File: src/rtl/odejmator_16_bit.sv
// Sequential W-bit subtractor: o = a + ~b + 1, one lookahead slice per clock.
// LSB slice first, borrow registered between slices, valid/ready on both sides.
module odejmator_16_bit #(
   parameter int W     = 16,
   parameter int SLICE = 4
) (
   input  logic         clk,
   input  logic         rst_n,
   input  logic         in_valid,
   output logic         in_ready,
   input  logic [0:W-1] a,
   input  logic [0:W-1] b,
   output logic         out_valid,
   input  logic         out_ready,
   output logic [0:W-1] o,
   output logic         borrow,
   output logic         ovf,
   output logic         zero
);

   localparam int NS = W / SLICE;
   localparam int CW = (NS > 1) ? $clog2(NS) : 1;
   localparam logic [CW-1:0] LAST = CW'(NS - 1);

   typedef enum logic [1:0] {
      IDLE,
      RUN,
      DONE
   } state_t;

   state_t        state_q, state_d;
   logic [0:W-1]  a_q, a_d;
   logic [0:W-1]  b_q, b_d;
   logic [0:W-1]  o_q, o_d;
   logic [CW-1:0] cnt_q, cnt_d;
   logic          c_q, c_d;
   logic          borrow_q, borrow_d;
   logic          ovf_q, ovf_d;
   logic          zero_q, zero_d;

   logic [W-1:0]     a_v, b_v, o_v;
   logic [W-1:0]     a_sh, b_sh;
   logic [W-1:0]     msk, ins;
   logic [SLICE-1:0] sg, sp, ss;
   logic [SLICE:0]   sc;
   logic             pr, ac;
   logic [0:W-1]     o_nxt;

   // Current slice: flat generate/propagate lookahead and merged result word
   always_comb begin
      a_v  = a_q;
      b_v  = b_q;
      o_v  = o_q;
      a_sh = a_v >> (SLICE * cnt_q);
      b_sh = b_v >> (SLICE * cnt_q);
      sg   = a_sh[SLICE-1:0] & ~b_sh[SLICE-1:0];
      sp   = a_sh[SLICE-1:0] ^ ~b_sh[SLICE-1:0];
      sc   = '0;
      sc[0] = c_q;
      pr   = 1'b1;
      ac   = 1'b0;
      for (int i = 0; i < SLICE; i++) begin
         pr = 1'b1;
         ac = 1'b0;
         for (int j = i; j >= 0; j--) begin
            ac = ac | (sg[j] & pr);
            pr = pr & sp[j];
         end
         sc[i+1] = ac | (pr & c_q);
      end
      ss    = sp ^ sc[SLICE-1:0];
      msk   = W'({SLICE{1'b1}}) << (SLICE * cnt_q);
      ins   = W'(ss) << (SLICE * cnt_q);
      o_nxt = (o_v & ~msk) | ins;
   end

   // Handshake FSM, operand capture, slice stepping and flag update
   always_comb begin
      state_d  = state_q;
      a_d      = a_q;
      b_d      = b_q;
      o_d      = o_q;
      cnt_d    = cnt_q;
      c_d      = c_q;
      borrow_d = borrow_q;
      ovf_d    = ovf_q;
      zero_d   = zero_q;
      unique case (state_q)
         IDLE: begin
            if (in_valid) begin
               a_d      = a;
               b_d      = b;
               o_d      = '0;
               cnt_d    = '0;
               c_d      = 1'b1;
               borrow_d = 1'b0;
               ovf_d    = 1'b0;
               zero_d   = 1'b0;
               state_d  = RUN;
            end
         end
         RUN: begin
            o_d = o_nxt;
            c_d = sc[SLICE];
            if (cnt_q == LAST) begin
               borrow_d = ~sc[SLICE];
               ovf_d    = (a_q[0] != b_q[0]) &&
                          (o_nxt[0] != a_q[0]);
               zero_d   = (o_nxt == '0);
               state_d  = DONE;
            end else begin
               cnt_d = cnt_q + CW'(1);
            end
         end
         DONE: begin
            if (out_ready) state_d = IDLE;
         end
         default: state_d = IDLE;
      endcase
   end

   // State registers, cleared asynchronously
   always_ff @(posedge clk or negedge rst_n) begin
      if (!rst_n) begin
         state_q  <= IDLE;
         a_q      <= '0;
         b_q      <= '0;
         o_q      <= '0;
         cnt_q    <= '0;
         c_q      <= 1'b0;
         borrow_q <= 1'b0;
         ovf_q    <= 1'b0;
         zero_q   <= 1'b0;
      end else begin
         state_q  <= state_d;
         a_q      <= a_d;
         b_q      <= b_d;
         o_q      <= o_d;
         cnt_q    <= cnt_d;
         c_q      <= c_d;
         borrow_q <= borrow_d;
         ovf_q    <= ovf_d;
         zero_q   <= zero_d;
      end
   end

   assign in_ready  = (state_q == IDLE);
   assign out_valid = (state_q == DONE);
   assign o         = o_q;
   assign borrow    = borrow_q;
   assign ovf       = ovf_q;
   assign zero      = zero_q;

endmodule

File: config.mk
export PLATFORM = sky130hd
export DESIGN_NAME = odejmator_16_bit
export DESIGN_NICKNAME = d
export VERILOG_FILES = /design/src/rtl/odejmator_16_bit.sv
export SDC_FILE = /design/constraint.sdc
export NUM_CORES = 1
export LEC_CHECK = 0
export ABC_AREA = 0
export CAP_MARGIN = 20
export CORE_UTILIZATION = 39
export CTS_BUF_LIST = sky130_fd_sc_hd__clkbuf_4
export CTS_CLUSTER_SIZE = 10
export DETAILED_ROUTE_END_ITERATION = 16
export GPL_ROUTABILITY_DRIVEN = 0
export GPL_TIMING_DRIVEN = 0
export PLACE_DENSITY = 0.67
export REMOVE_ABC_BUFFERS = 1
export SYNTH_ARGS = -nofsm -noshare
export SYNTH_HDL_FRONTEND = slang
export SYNTH_SLANG_ARGS = --single-unit
File: constraint.sdc
create_clock -name clk -period 2.8 [get_ports clk]
set_input_delay 0.56 -clock clk [delete_from_list [all_inputs] [get_ports clk]]
set_output_delay 0.56 -clock clk [all_outputs]
set_load 0.01 [all_outputs]
==> flow_summary_export.csv, run 1 <==
group,metric,value,unit
run_status,outcome,"finished, violations left",
run_status,violations,"design-rule violations",
route,drt_iter0_drc,59,
route,routed_wl,5210,µm
floorplan,core,6420,µm²
critical_path,rrSetupSlack,0.13,ns
floorplan,start_util,41.0,%
timing,relSlewSlack,40.0,%
power_and_ir_drop,power_density,1290,nW/µm²
global_routing,use_met1,22.1,%
global_routing,grt_use_total,15.9,%
final_layout,regArea,1410,µm²
route,drc,6,
timing,hold_viol,0,
final_layout,nets,309,
timing,slew_violations,0,
timing,fin_crit_sh,95.2,%
timing,setup-violations-final,0,
synth,netlist.area_leader.share,53.2,%
timing,fin_crit,2.67,ns
place,pre_cts_slack,-0.352,ns
global_routing,globalRouteMet3Util,3.44,%
synth,synth_flop_cell,"dfrtp_1",
timing,fin_worst_skew,0.00693,ns
final_layout,drive_gt1_share,23.0,%
global_routing,top_usage_layer,"met2",
route,viasPerCell,5.33,
clocking,cts_hold_buf,0,
route,dr.pass1.iters,12,
critical_path,worstPathArrival,2.98,ns
power_and_ir_drop,ir_drop,0.000675,V
clocking,clock_sinks,56,
synth,syn_area,2640,µm²
global_routing,grt_overflow,0,
final_layout,fillers,583,
synth,ys_ff_latch,56,
critical_path,crit_type,"reg -> reg",
synth,synth_top_area_cell,"dfrtp_1",
timing,worstMarginPinSlew,0.901,ns
floorplan,core.rowCount,29,
global_routing,grt_pass1_wl,8820,µm
clocking,cts_tree,"built",
clocking,h-tree-depth,2,
synth,syn_inst,205,
final_layout,multi_input_area,1150,µm²
job,cap_violations,0,
synth,ys_types,37,
synth,synth_area_leaders,"dfrtp_1 (53%), mux2_2 (15%), mux4_2 (6.8%)",
synth,synth-warning-count,0,
global_routing,grt_max_degree,40,
floorplan,die_x,84.2,µm
synth,ys_async_sr_fraction,100,%
critical_path,regToRegStartpoint,"cnt_q[0]",
critical_path,cp-end-kind,"flip-flop",
floorplan,die_h,84.2,µm
timing,fmax,375,MHz
synth,synth_most_common_cell,"dfrtp_1",
global_routing,met2_usage,25.2,%
place,placed_cell_area,3260,µm²
timing,fin_ws,0.135,ns
final_layout,postLayoutCellArea,3350,µm²
route,vias,1824,
power_and_ir_drop,leakage,1.42,nW
clocking,numCtsBuffers,5,
timing,tns,0,ns
final_layout,area_growth,27.3,%
synth,synth_edf_count,0,
worst_hold_path,hold_path_class,"in -> async",
synth,synth_area_per_cell,12.9,µm²
clocking,clkTransAtPathRegs,0.15,ns
floorplan,io_pins,57,
floorplan,die_area,7090,µm²
final_layout,diodes,0,
route,ant_nets,0,
critical_path,r2r_cells,7,
timing,hold_ws,0.0998,ns
route,wl_per_cell,15.2,µm
critical_path,crit_fanout,12,
global_routing,grt_pass1_vias,1824,
global_routing,antenna_found_initial,0,
clocking,clk-insertion-delay-late,0.37,ns
place,dpl.hpwl,3740,µm
place,io_buffers,56,
clocking,cts_root_buf,"clkbuf_4",
synth,ys_seq_area_share,53.2,%
final_layout,post-route-util,52.2,%
critical_path,r2r-end,"ovf",
critical_path,crit_required,3.12,ns
clocking,clockBufferDepth,2,
synth,yosys-top-cells-count,"dfrtp_1 (56), mux2_2 (34), nand2_1 (14)",
critical_path,start_kind,"flip-flop",
sequential cells by signal (all words and copies together), names as in the netlist:
name     count
a_q         16
b_q         16
o           16
cnt_q        2
state_q      2
borrow       1
c_q          1
ovf          1
zero         1
cells by family (layout without fill, tap and decap cells):
group	Yosys count	after routing	share of synthesized area [%]
AND/OR/NAND/NOR	42	42	7.65
XOR/XNOR	4	4	1.33
flip-flops	56	56	53.2
AO/OA/AOI/OAI	32	32	8.41
adder cells (fa/ha/maj)	9	9	4.56
multiplexers	43	43	21.7
buffers and inverters	19	79	3.13
how the worst max path moves through the flow:
| stage | from | to | slack (ns) |
|---|---|---|---|
| 3_3_place_gp | rst_n | a_q[8] | -0.58 |
| 5_1_grt | cnt_q[0] | ovf | -0.0002 |
| 4_1_cts | cnt_q[0] | ovf | 0.01 |
| 2_1_floorplan | cnt_q[0] | ovf | 0.007 |
| 6_report | cnt_q[0] | ovf | 0.13 |
| 3_5_place_dp | cnt_q[0] | ovf | -0.35 |
critical path, cell delays in order (launching register included):
cell and delay (ns):
dfrtp_4 0.57, mux4_2 0.57, ha_1 0.32, a41oi_1 0.25, o21ai_2 0.12, xnor2_1 0.18
or4_1 0.51, nand3_1 0.09
stage by stage:
stage | cells | power [mW]
global route | 342 | 4.72
CTS | 338 | 4.36
floorplan | 196 | 3.21
detailed placement | 330 | 4.00
finish | 342 | 4.34
global placement | 329 | 3.94
layer usage:
layer / wire (µm) / share of wire (%)
met4: 70 / 1.3
met2: 2480 / 48
met3: 271 / 5.2
met1: 2390 / 46
met5: 0 / 0
timing repair:
item,CTS,global route
endpoints found under the setup margin,16,7
endpoints found under the hold margin,0,0
setup buffers,0,4
gates cloned,0,0
gates resized for setup,3,0
cell usage in the layout (no fill, tap or decap), types with 2 or more instances in the layout:
master and n:
clkdlybuf4s50_1 55, dfrtp_1 54, mux2_2 34, nand2_1 14, nor2_1 11, inv_1 10, mux4_2 8, o21ai_0 8
ha_1 8, a21oi_1 7, clkbuf_4 7, a22o_1 6, nor2b_1 4, a32o_1 4, buf_4 4, xnor2_1 3
nand2b_1 2, nor3_1 2, nor4_1 2
where the power goes:
| group | switching (mW) | internal, mW | leakage (nW) |
|---|---|---|---|
| sequential | 0.284 | 1.18 | 0.687 |
| combinational | 1.23 | 1.28 | 0.703 |
| clock | 0.234 | 0.117 | 0.0338 |
| total | 1.75 | 2.58 | 1.42 |
area by class of cell:
type	instances	share of cell area, %
multi-input cells	130	34.4
clock inverters	1	0.112
flip-flops and latches	56	41.9
inverters	10	1.12
clock buffers	7	1.57
repair buffers	61	18.1
well taps	77	2.87
(Power assumes the default switching activity.)
==> inputs of run 2 (changes only) <==
--- a/config.mk
+++ b/config.mk
@@ -13,7 +13,6 @@
 export DETAILED_ROUTE_END_ITERATION = 16
 export GPL_ROUTABILITY_DRIVEN = 0
 export GPL_TIMING_DRIVEN = 0
-export PLACE_DENSITY = 0.67
 export REMOVE_ABC_BUFFERS = 1
 export SYNTH_ARGS = -nofsm -noshare
 export SYNTH_HDL_FRONTEND = slang
==> constraint.sdc (replaced) <==
create_clock -name clk -period 3.45 [get_ports clk]
set_input_delay 0.69 -clock clk [delete_from_list [all_inputs] [get_ports clk]]
set_output_delay 0.69 -clock clk [all_outputs]
set_load 0.01 [all_outputs]
==> flow_summary_export.csv, run 2 (synthesis results as in run 1) <==
group,metric,value,unit
run_status,outcome,"finished, violations left",
run_status,violations,"design-rule violations",
final_layout,fin_cells,337,
final_layout,nets,305,
critical_path,worstPathArrival,3.42,ns
timing,fin_worst_skew,0.00963,ns
timing,setup-violations-final,0,
final_layout,post-route-util,51.5,%
critical_path,crit_fanout,19,
route,dr.pass1.iters,10,
timing,slew_violations,0,
global_routing,grt_max_degree,39,
timing,fin_crit,3.11,ns
critical_path,rrSetupSlack,0.34,ns
power_and_ir_drop,leakage,1.40,nW
final_layout,fillers,584,
clocking,clock_sinks,56,
timing,rsz0062_at_grt,"no",
timing,hold_viol,0,
route,viasPerCell,5.32,
power_and_ir_drop,p_seq_share,35.1,%
clocking,cts_resized,0,
clocking,clkTransAtPathRegs,0.15,ns
route,wl_per_cell,15.3,µm
power_and_ir_drop,power_switching,1.40,mW
timing,fmax,322,MHz
floorplan,core.rowCount,29,
global_routing,grt_pass1_vias,1884,
critical_path,cp.buffers_inverters,0,
final_layout,regArea,1400,µm²
final_layout,multi_input_area,1150,µm²
final_layout,diodes,0,
place,pre_cts_slack,0.323,ns
critical_path,start_kind,"flip-flop",
final_layout,drive_gt1_share,20.4,%
clocking,clk-insertion-delay-late,0.37,ns
power_and_ir_drop,power_frac_comb,57.2,%
power_and_ir_drop,p_int,2.04,mW
floorplan,io_pins,57,
critical_path,regToRegStartpoint,"cnt_q[0]",
critical_path,cp_slowest_cell,"dfrtp_1",
clocking,cts_hold_buf,0,
critical_path,crit_type,"reg -> reg",
clocking,clockBufferDepth,2,
critical_path,path_cells,"mux4_2, ha_1, a41oi_1, o21ai_2, xnor2_1, or4_1, nand3_1",
global_routing,grt_use_total,16.4,%
global_routing,antenna_found_initial,0,
clocking,cts_tree,"built",
clocking,h-tree-depth,2,
power_and_ir_drop,ir_drop,0.000407,V
critical_path,cpLargestDelayFamily,"flip-flops",
final_layout,final_common_cell,"dfrtp_1",
place,dp_cells,330,
global_routing,grt_overflow,0,
power_and_ir_drop,power_density,1040,nW/µm²
floorplan,core,6420,µm²
route,vias,1793,
clocking,cts_root_buf,"clkbuf_4",
place,io_buffers,56,
floorplan,start_util,41.0,%
critical_path,crit_required,3.76,ns
route,drt_iter0_drc,94,
critical_path,r2r-end,"ovf",
place,dpl.hpwl,3730,µm
timing,relSlewSlack,40.7,%
power_and_ir_drop,p_total,3.44,mW
job,cap_violations,0,
global_routing,grt_pass1_wl,9220,µm
clocking,post-cts-setup-buffers,0,
floorplan,die_area,7090,µm²
timing,fin_crit_sh,90.1,%
timing,worstMarginPinSlew,0.890,ns
timing,hold_ws,0.329,ns
final_layout,final_cell_mix,"dfrtp_1 (56), clkdlybuf4s50_1 (55), mux2_2 (34)",
clocking,numCtsBuffers,5,
route,routed_wl,5150,µm
timing,fin_ws,0.340,ns
power_and_ir_drop,switching_share,40.7,%
route,drc,8,
route,ant_nets,0,
final_layout,area_growth,25.5,%
worst_hold_path,hold_path_class,"in -> async",
floorplan,die_x,84.2,µm
critical_path,cp_slowest_stage_delay,0.96,ns
critical_path,r2r_cells,7,
critical_path,cp-end-kind,"flip-flop",
power_and_ir_drop,power_frac_clock,7.7,%
floorplan,die_h,84.2,µm
==> run 2: layout make-up <==
type,instances,area share (%)
Inverter,10,1.13
Sequential cell,56,42.4
Clock buffer,5,1.13
Multi-Input combinational cell,130,34.8
Clock inverter,2,0.227
Tap cell,77,2.91
Timing Repair Buffer,57,17.4
==> run 2: worst register-to-register path, delay by kind of cell (launching register included) <==
kind / cells / cell delay, ns
muxes: 1 / 0.65
and+or+nand+nor: 2 / 0.60
DFF: 1 / 0.96
AOI/OAI and AO/OA: 2 / 0.36
adders and majority gates: 1 / 0.33
xor gates and xnor gates: 1 / 0.16
==> run 2: per-layer routing <==
| metal | part of all wire (%) | global-route usage [%] | wire, µm | up-vias |
|---|---|---|---|---|
| li1 | - | - | - | 848 |
| met3 | 5.1 | 3.24 | 264 | 5 |
| met1 | 46 | 23.8 | 2380 | 881 |
| met2 | 48 | 25.5 | 2460 | 59 |
| met5 | 0 | 0 | 0 | - |
| met4 | 0.78 | 4.23 | 40 | 0 |
==> run 2: worst max path at each step <==
stage	cells after the start	start	to	slack (ns)
6_report	7	cnt_q[0]	ovf	0.34
5_1_grt	8	cnt_q[0]	ovf	0.09
4_1_cts	8	cnt_q[0]	ovf	0.28
3_5_place_dp	8	cnt_q[0]	ovf	0.32
3_3_place_gp	1	rst_n	b_q[4]	-0.09
2_1_floorplan	7	cnt_q[0]	ovf	0.66
==> run 2: power by group through the flow <==
stage          clock [mW]  sequential (mW)  combinational (mW)
2_1_floorplan           0             1.18                1.43
4_1_cts             0.277             1.21                1.99
6_report            0.266             1.21                1.97
5_1_grt             0.301             1.26                2.22
3_3_place_gp            0             1.22                1.96
3_5_place_dp            0             1.23                1.98
==> run 2: metrics by stage <==
stage	setup TNS, ns	cell area [µm²]
final	0	3310
after global placement	-4.77	3250
after CTS	0	3310
after floorplan	0	2590
after detailed placement	0	3260
after global routing	0	3310
